File: src/rtl/spi_master.sv
// SPI mode-0 master: one WIDTH-bit word out on MOSI and one in from MISO per
// transaction, MSB first, with SCLK = clk / (2*CLK_DIV).
module spi_master #(
  parameter int WIDTH   = 8,
  parameter int CLK_DIV = 2
) (
  input  logic             clk,
  input  logic             rst,
  input  logic [WIDTH-1:0] tx_data,
  input  logic             tx_valid,
  output logic             tx_ready,
  output logic [WIDTH-1:0] rx_data,
  output logic             rx_valid,
  output logic             busy,
  output logic             CS_L,
  output logic             SCLK,
  output logic             MOSI,
  input  logic             MISO
);

  localparam int BW = $clog2(WIDTH + 1);
  localparam int DW = $clog2(CLK_DIV + 1);
  localparam logic [DW-1:0] DIV_LAST = DW'(CLK_DIV - 1);
  localparam logic [BW-1:0] BITS     = BW'(WIDTH);

  typedef enum logic [2:0] {IDLE, SETUP, XFER, HOLD, GAP} state_e;

  state_e           state_q;
  logic [DW-1:0]    divCnt_q;
  logic [BW-1:0]    bitCnt_q;
  logic [WIDTH-1:0] txShift_q;
  logic [WIDTH-1:0] rxShift_q;
  logic [WIDTH-1:0] rxData_q;
  logic             rxValid_q;
  logic             txReady_q;
  logic             busy_q;
  logic             csL_q;
  logic             sclk_q;
  logic             mosi_q;
  logic             divDone;

  assign divDone = (divCnt_q == DIV_LAST);

  // Every state except IDLE lasts a whole number of CLK_DIV-cycle slots.
  always_ff @(posedge clk) begin
    if (rst) begin
      state_q   <= IDLE;
      divCnt_q  <= '0;
      bitCnt_q  <= '0;
      txShift_q <= '0;
      rxShift_q <= '0;
      rxData_q  <= '0;
      rxValid_q <= 1'b0;
      txReady_q <= 1'b1;
      busy_q    <= 1'b0;
      csL_q     <= 1'b1;
      sclk_q    <= 1'b0;
      mosi_q    <= 1'b0;
    end else begin
      rxValid_q <= 1'b0;
      case (state_q)
        IDLE: begin
          if (tx_valid && txReady_q) begin
            txShift_q <= tx_data;
            rxShift_q <= '0;
            bitCnt_q  <= '0;
            divCnt_q  <= '0;
            csL_q     <= 1'b0;
            mosi_q    <= tx_data[WIDTH-1];
            txReady_q <= 1'b0;
            busy_q    <= 1'b1;
            state_q   <= SETUP;
          end
        end
        SETUP: begin
          if (divDone) begin
            divCnt_q <= '0;
            state_q  <= XFER;
          end else begin
            divCnt_q <= divCnt_q + 1'b1;
          end
        end
        XFER: begin
          if (divDone) begin
            divCnt_q <= '0;
            if (!sclk_q) begin
              sclk_q    <= 1'b1;
              rxShift_q <= {rxShift_q[WIDTH-2:0], MISO};
              bitCnt_q  <= bitCnt_q + 1'b1;
            end else begin
              sclk_q <= 1'b0;
              // The last falling edge ends the word instead of presenting a new bit.
              if (bitCnt_q < BITS) begin
                txShift_q <= {txShift_q[WIDTH-2:0], 1'b0};
                mosi_q    <= txShift_q[WIDTH-2];
              end else begin
                mosi_q  <= 1'b0;
                state_q <= HOLD;
              end
            end
          end else begin
            divCnt_q <= divCnt_q + 1'b1;
          end
        end
        HOLD: begin
          if (divDone) begin
            divCnt_q  <= '0;
            csL_q     <= 1'b1;
            rxData_q  <= rxShift_q;
            rxValid_q <= 1'b1;
            state_q   <= GAP;
          end else begin
            divCnt_q <= divCnt_q + 1'b1;
          end
        end
        GAP: begin
          if (divDone) begin
            divCnt_q  <= '0;
            txReady_q <= 1'b1;
            busy_q    <= 1'b0;
            state_q   <= IDLE;
          end else begin
            divCnt_q <= divCnt_q + 1'b1;
          end
        end
        default: state_q <= IDLE;
      endcase
    end
  end

  assign tx_ready = txReady_q;
  assign rx_data  = rxData_q;
  assign rx_valid = rxValid_q;
  assign busy     = busy_q;
  assign CS_L     = csL_q;
  assign SCLK     = sclk_q;
  assign MOSI     = mosi_q;

endmodule

File: config.mk
export PLATFORM = sky130hd
export DESIGN_NAME = spi_master
export DESIGN_NICKNAME = d
export VERILOG_FILES = /design/src/rtl/spi_master.sv
export SDC_FILE = /design/constraint.sdc
export NUM_CORES = 1
export LEC_CHECK = 0
export ABC_CLOCK_PERIOD_IN_PS = 1700
export BUFFER_PORTS_ARGS = -buffer_cell sky130_fd_sc_hd__buf_2
export CAP_MARGIN = 20
export CORE_UTILIZATION = 29
export CTS_BUF_LIST = sky130_fd_sc_hd__clkbuf_16
export CTS_CLUSTER_DIAMETER = 50
export CTS_CLUSTER_SIZE = 40
export DETAILED_ROUTE_END_ITERATION = 7
export PLACE_DENSITY_LB_ADDON = 0.15
export SYNTH_ARGS = -nofsm -noshare
export SYNTH_HDL_FRONTEND = slang
export SYNTH_SLANG_ARGS = --single-unit
File: constraint.sdc
create_clock -name clk -period 1.7 [get_ports clk]
set_input_delay 0.085 -clock clk [delete_from_list [all_inputs] [get_ports clk]]
set_output_delay 0.085 -clock clk [all_outputs]
set_load 0.02 [all_outputs]
==> flow_metrics.py <==
metrics = {
    "run_status": {
        "status": "completed",
    },
    "grt": {
        "grt_max_degree": 22,
        "grt_remaining_overflow": 0,
        "antenna_found_initial": 0,
        "track_usage_pct": 12.3,
        "grt_pass1_wl_mm": 5.69,
        "grt_pass1_vias": 1188,
    },
    "run": {
        "drv_cap": 0,
    },
    "floorplanning": {
        "fp.dieH_um": 77.2,
        "start_util_pct": 29.9,
        "dieArea_um2": 5960,
        "core_area_um2": 5470,
        "die_w_um": 77.2,
        "ios": 26,
        "rows": 27,
    },
    "placed_design": {
        "portBuffers": 25,
        "hpwl_mm": 2.32,
        "gp_congestion": 0.729,
    },
    "synthesis": {
        "synth-seq-area-share_pct": 46.4,
        "post_synth_instance_area_um2": 1640,
        "ys_ff_latch": 38,
        "yosysUniqueCellTypes": 41,
        "synth_common_cells": "38 x dfxtp_1, 26 x nor2_1, 15 x mux2i_1",
        "synth_nets": 173,
        "async_flop_share_pct": 0,
        "syn_inst": 160,
        "synth_flop_cell": "dfxtp_1",
        "synth_area_leaders": "dfxtp_1 46%, mux2i_1 9.2%, nor2_1 6.0%, a22o_1 5.3%, mux2_2 4.1%",
        "synth_top_area_share_pct": 46.4,
        "synth_largest_area_cell": "dfxtp_1",
        "synth-edff-count": 0,
        "yosysWarnings": 0,
        "yosysMostFrequentCell": "dfxtp_1",
        "synth_area_per_cell_um2": 10.2,
    },
    "sta": {
        "fin_crit_sh_pct": 90.8,
        "relSlewSlack_pct": 70.1,
        "rsz0062_at_grt": "no",
        "max_freq_mhz": 648,
        "period_needed_ns": 1.54,
        "worst_clock_skew_ns": 0.00250,
        "finalHoldViolCount": 0,
        "tightest_slew_ns": 0.448,
        "setup_viol": 0,
        "finalSetupTns_ns": 0,
        "maxSlewViolCount": 0,
    },
    "drt": {
        "avgRoutedWirePerCell_um": 12.7,
        "vias": 1232,
        "drt-pass1-iter-count": 4,
        "drt_iter0_markers": 79,
        "routed_wl_mm": 3.30,
        "avgViaCountPerCell": 4.74,
        "drc_errors": 0,
        "ant_nets": 0,
    },
    "cts": {
        "numCtsBuffers": 5,
        "cts_tree": "done",
        "ctsHoldBuffers": 0,
        "postCtsSetupRepairBufs": 0,
        "post_cts_resize_count": 0,
        "path_clk_slew_ns": 0.06,
        "htreeDepth": 2,
        "insertion_delay_ns": 0.28,
        "cts_buffer_depth": 2,
        "cts-root-buf": "clkbuf_16",
        "cts.sinks": 38,
    },
    "setup_path": {
        "criticalPathCategory": "reg2reg",
        "path_cells": "nand4bb_1, a21oi_4, nor2_2, a221o_1",
        "cp.required_ns": 1.86,
        "slowest_stage": "dfxtp_1",
        "cp_max_fo": 11,
        "cp-end-kind": "flop",
        "cp.arrival_ns": 1.71,
        "crit_path_max_incr_delay_ns": 0.48,
        "cp-start-kind": "flop",
    },
    "hold_path": {
        "hold_path_class": "in2reg",
    },
    "power": {
        "p_comb_share_pct": 9.0,
        "leakage_uw": 0.000848,
        "power_switching_uw": 490,
        "power.density_nw_per_um2": 1150,
        "p_sw_share_pct": 20.9,
        "p_int_uw": 1850,
        "seqPwrFrac_pct": 40.6,
        "vdd_drop_max_uv": 489,
        "clock_power_share_pct": 50.4,
    },
    "final_layout": {
        "final_nets": 200,
        "synthToLayoutAreaGrowth_pct": 23.9,
        "drive_gt1_share_pct": 28.2,
        "final_util_pct": 37.1,
        "fillers": 573,
        "insertedDiodeCount": 0,
    },
}
-- power by group through the flow --
stage | combinational, uW | clock [uW] | sequential [uW]
after floorplan | 171 | 0 | 966
after global placement | 207 | 0 | 967
after detailed placement | 212 | 0 | 969
after CTS | 213 | 1220 | 949
after global routing | 232 | 1250 | 955
final | 211 | 1180 | 950
-- worst max-delay path, delay by kind of cell, from the launching register on --
kind,cells,cell delay (ns)
compound gates,2,0.60
flops,1,0.48
simple gates,2,0.36
-- cell type report --
| cell class | instances | area (um^2) | share of cell area (%) |
|---|---|---|---|
| Clock buffer | 5 | 125 | 6.16 |
| Clock inverter | 3 | 63.8 | 3.14 |
| Inverter | 3 | 11.3 | 0.555 |
| Multi-Input combinational cell | 108 | 797 | 39.2 |
| Sequential cell | 38 | 761 | 37.5 |
| Tap cell | 72 | 90.1 | 4.44 |
| Timing Repair Buffer | 31 | 183 | 9.00 |
-- sequential cells by signal (all words and copies together) (netlist names) --
signal	flops
CS_L	1
MOSI	1
SCLK	1
bitCnt_q	4
busy	1
divCnt_q	2
rxShift_q	8
rx_data	8
rx_valid	1
state_q	3
txShift_q	7
tx_ready	1
-- logic make-up (layout without fill, tap and decap cells) --
family,after synthesis,count (layout),synth area share [%]
AND/OR/NAND/NOR,54,54,17.4
flip-flops,38,38,46.4
AO/OA/AOI/OAI,28,28,14.4
multiplexers,22,22,14.2
buffers and inverters,14,42,5.27
XOR/XNOR,3,3,1.60
adder cells (fa/ha/maj),1,1,0.763
-- final timing paths --
kind                                    from           end  slack, ns  cells after the start
worst max-delay path             divCnt_q[0]   bitCnt_q[3]       0.16                      4
worst min-delay path                    MISO  rxShift_q[0]       0.03                      2
worst max register to register   divCnt_q[0]   bitCnt_q[3]       0.16                      4
worst min register to register  rxShift_q[7]  rxShift_q[7]       0.49                      1
-- cell usage in the layout, fill, tap and decap left out, drive strengths merged, types with 3 or more instances in the layout --
cell type   n
a21oi       4
nand2       6
dfxtp      38
clkbuf      5
nor3        4
nor2       28
mux2i      15
buf        31
mux2        7
inv         3
a22o       10
nor4b       3
-- stage by stage --
stage | cell area, um^2 | hold WS (ns) | total power, uW | cells | setup WS [ns]
after floorplan | 1640 | 0.210 | 1140 | 160 | 0.300
after global placement | 1840 | 0.309 | 1170 | 252 | 0.201
after detailed placement | 1840 | 0.320 | 1180 | 252 | 0.165
after CTS | 2030 | 0.0304 | 2380 | 260 | 0.148
after global routing | 2030 | 0.0215 | 2440 | 260 | 0.0558
final | 2030 | 0.0326 | 2340 | 260 | 0.157
-- routing by layer --
metal | global-route usage [%] | wire, um | up-vias
met3 | 4.40 | 135 | 4
li1 | - | - | 620
met1 | 15.4 | 1620 | 585
met2 | 18.8 | 1500 | 23
met5 | 0 | 0 | -
met4 | 5.66 | 46 | 0
Note: power is estimated with default switching activity, not from simulation.
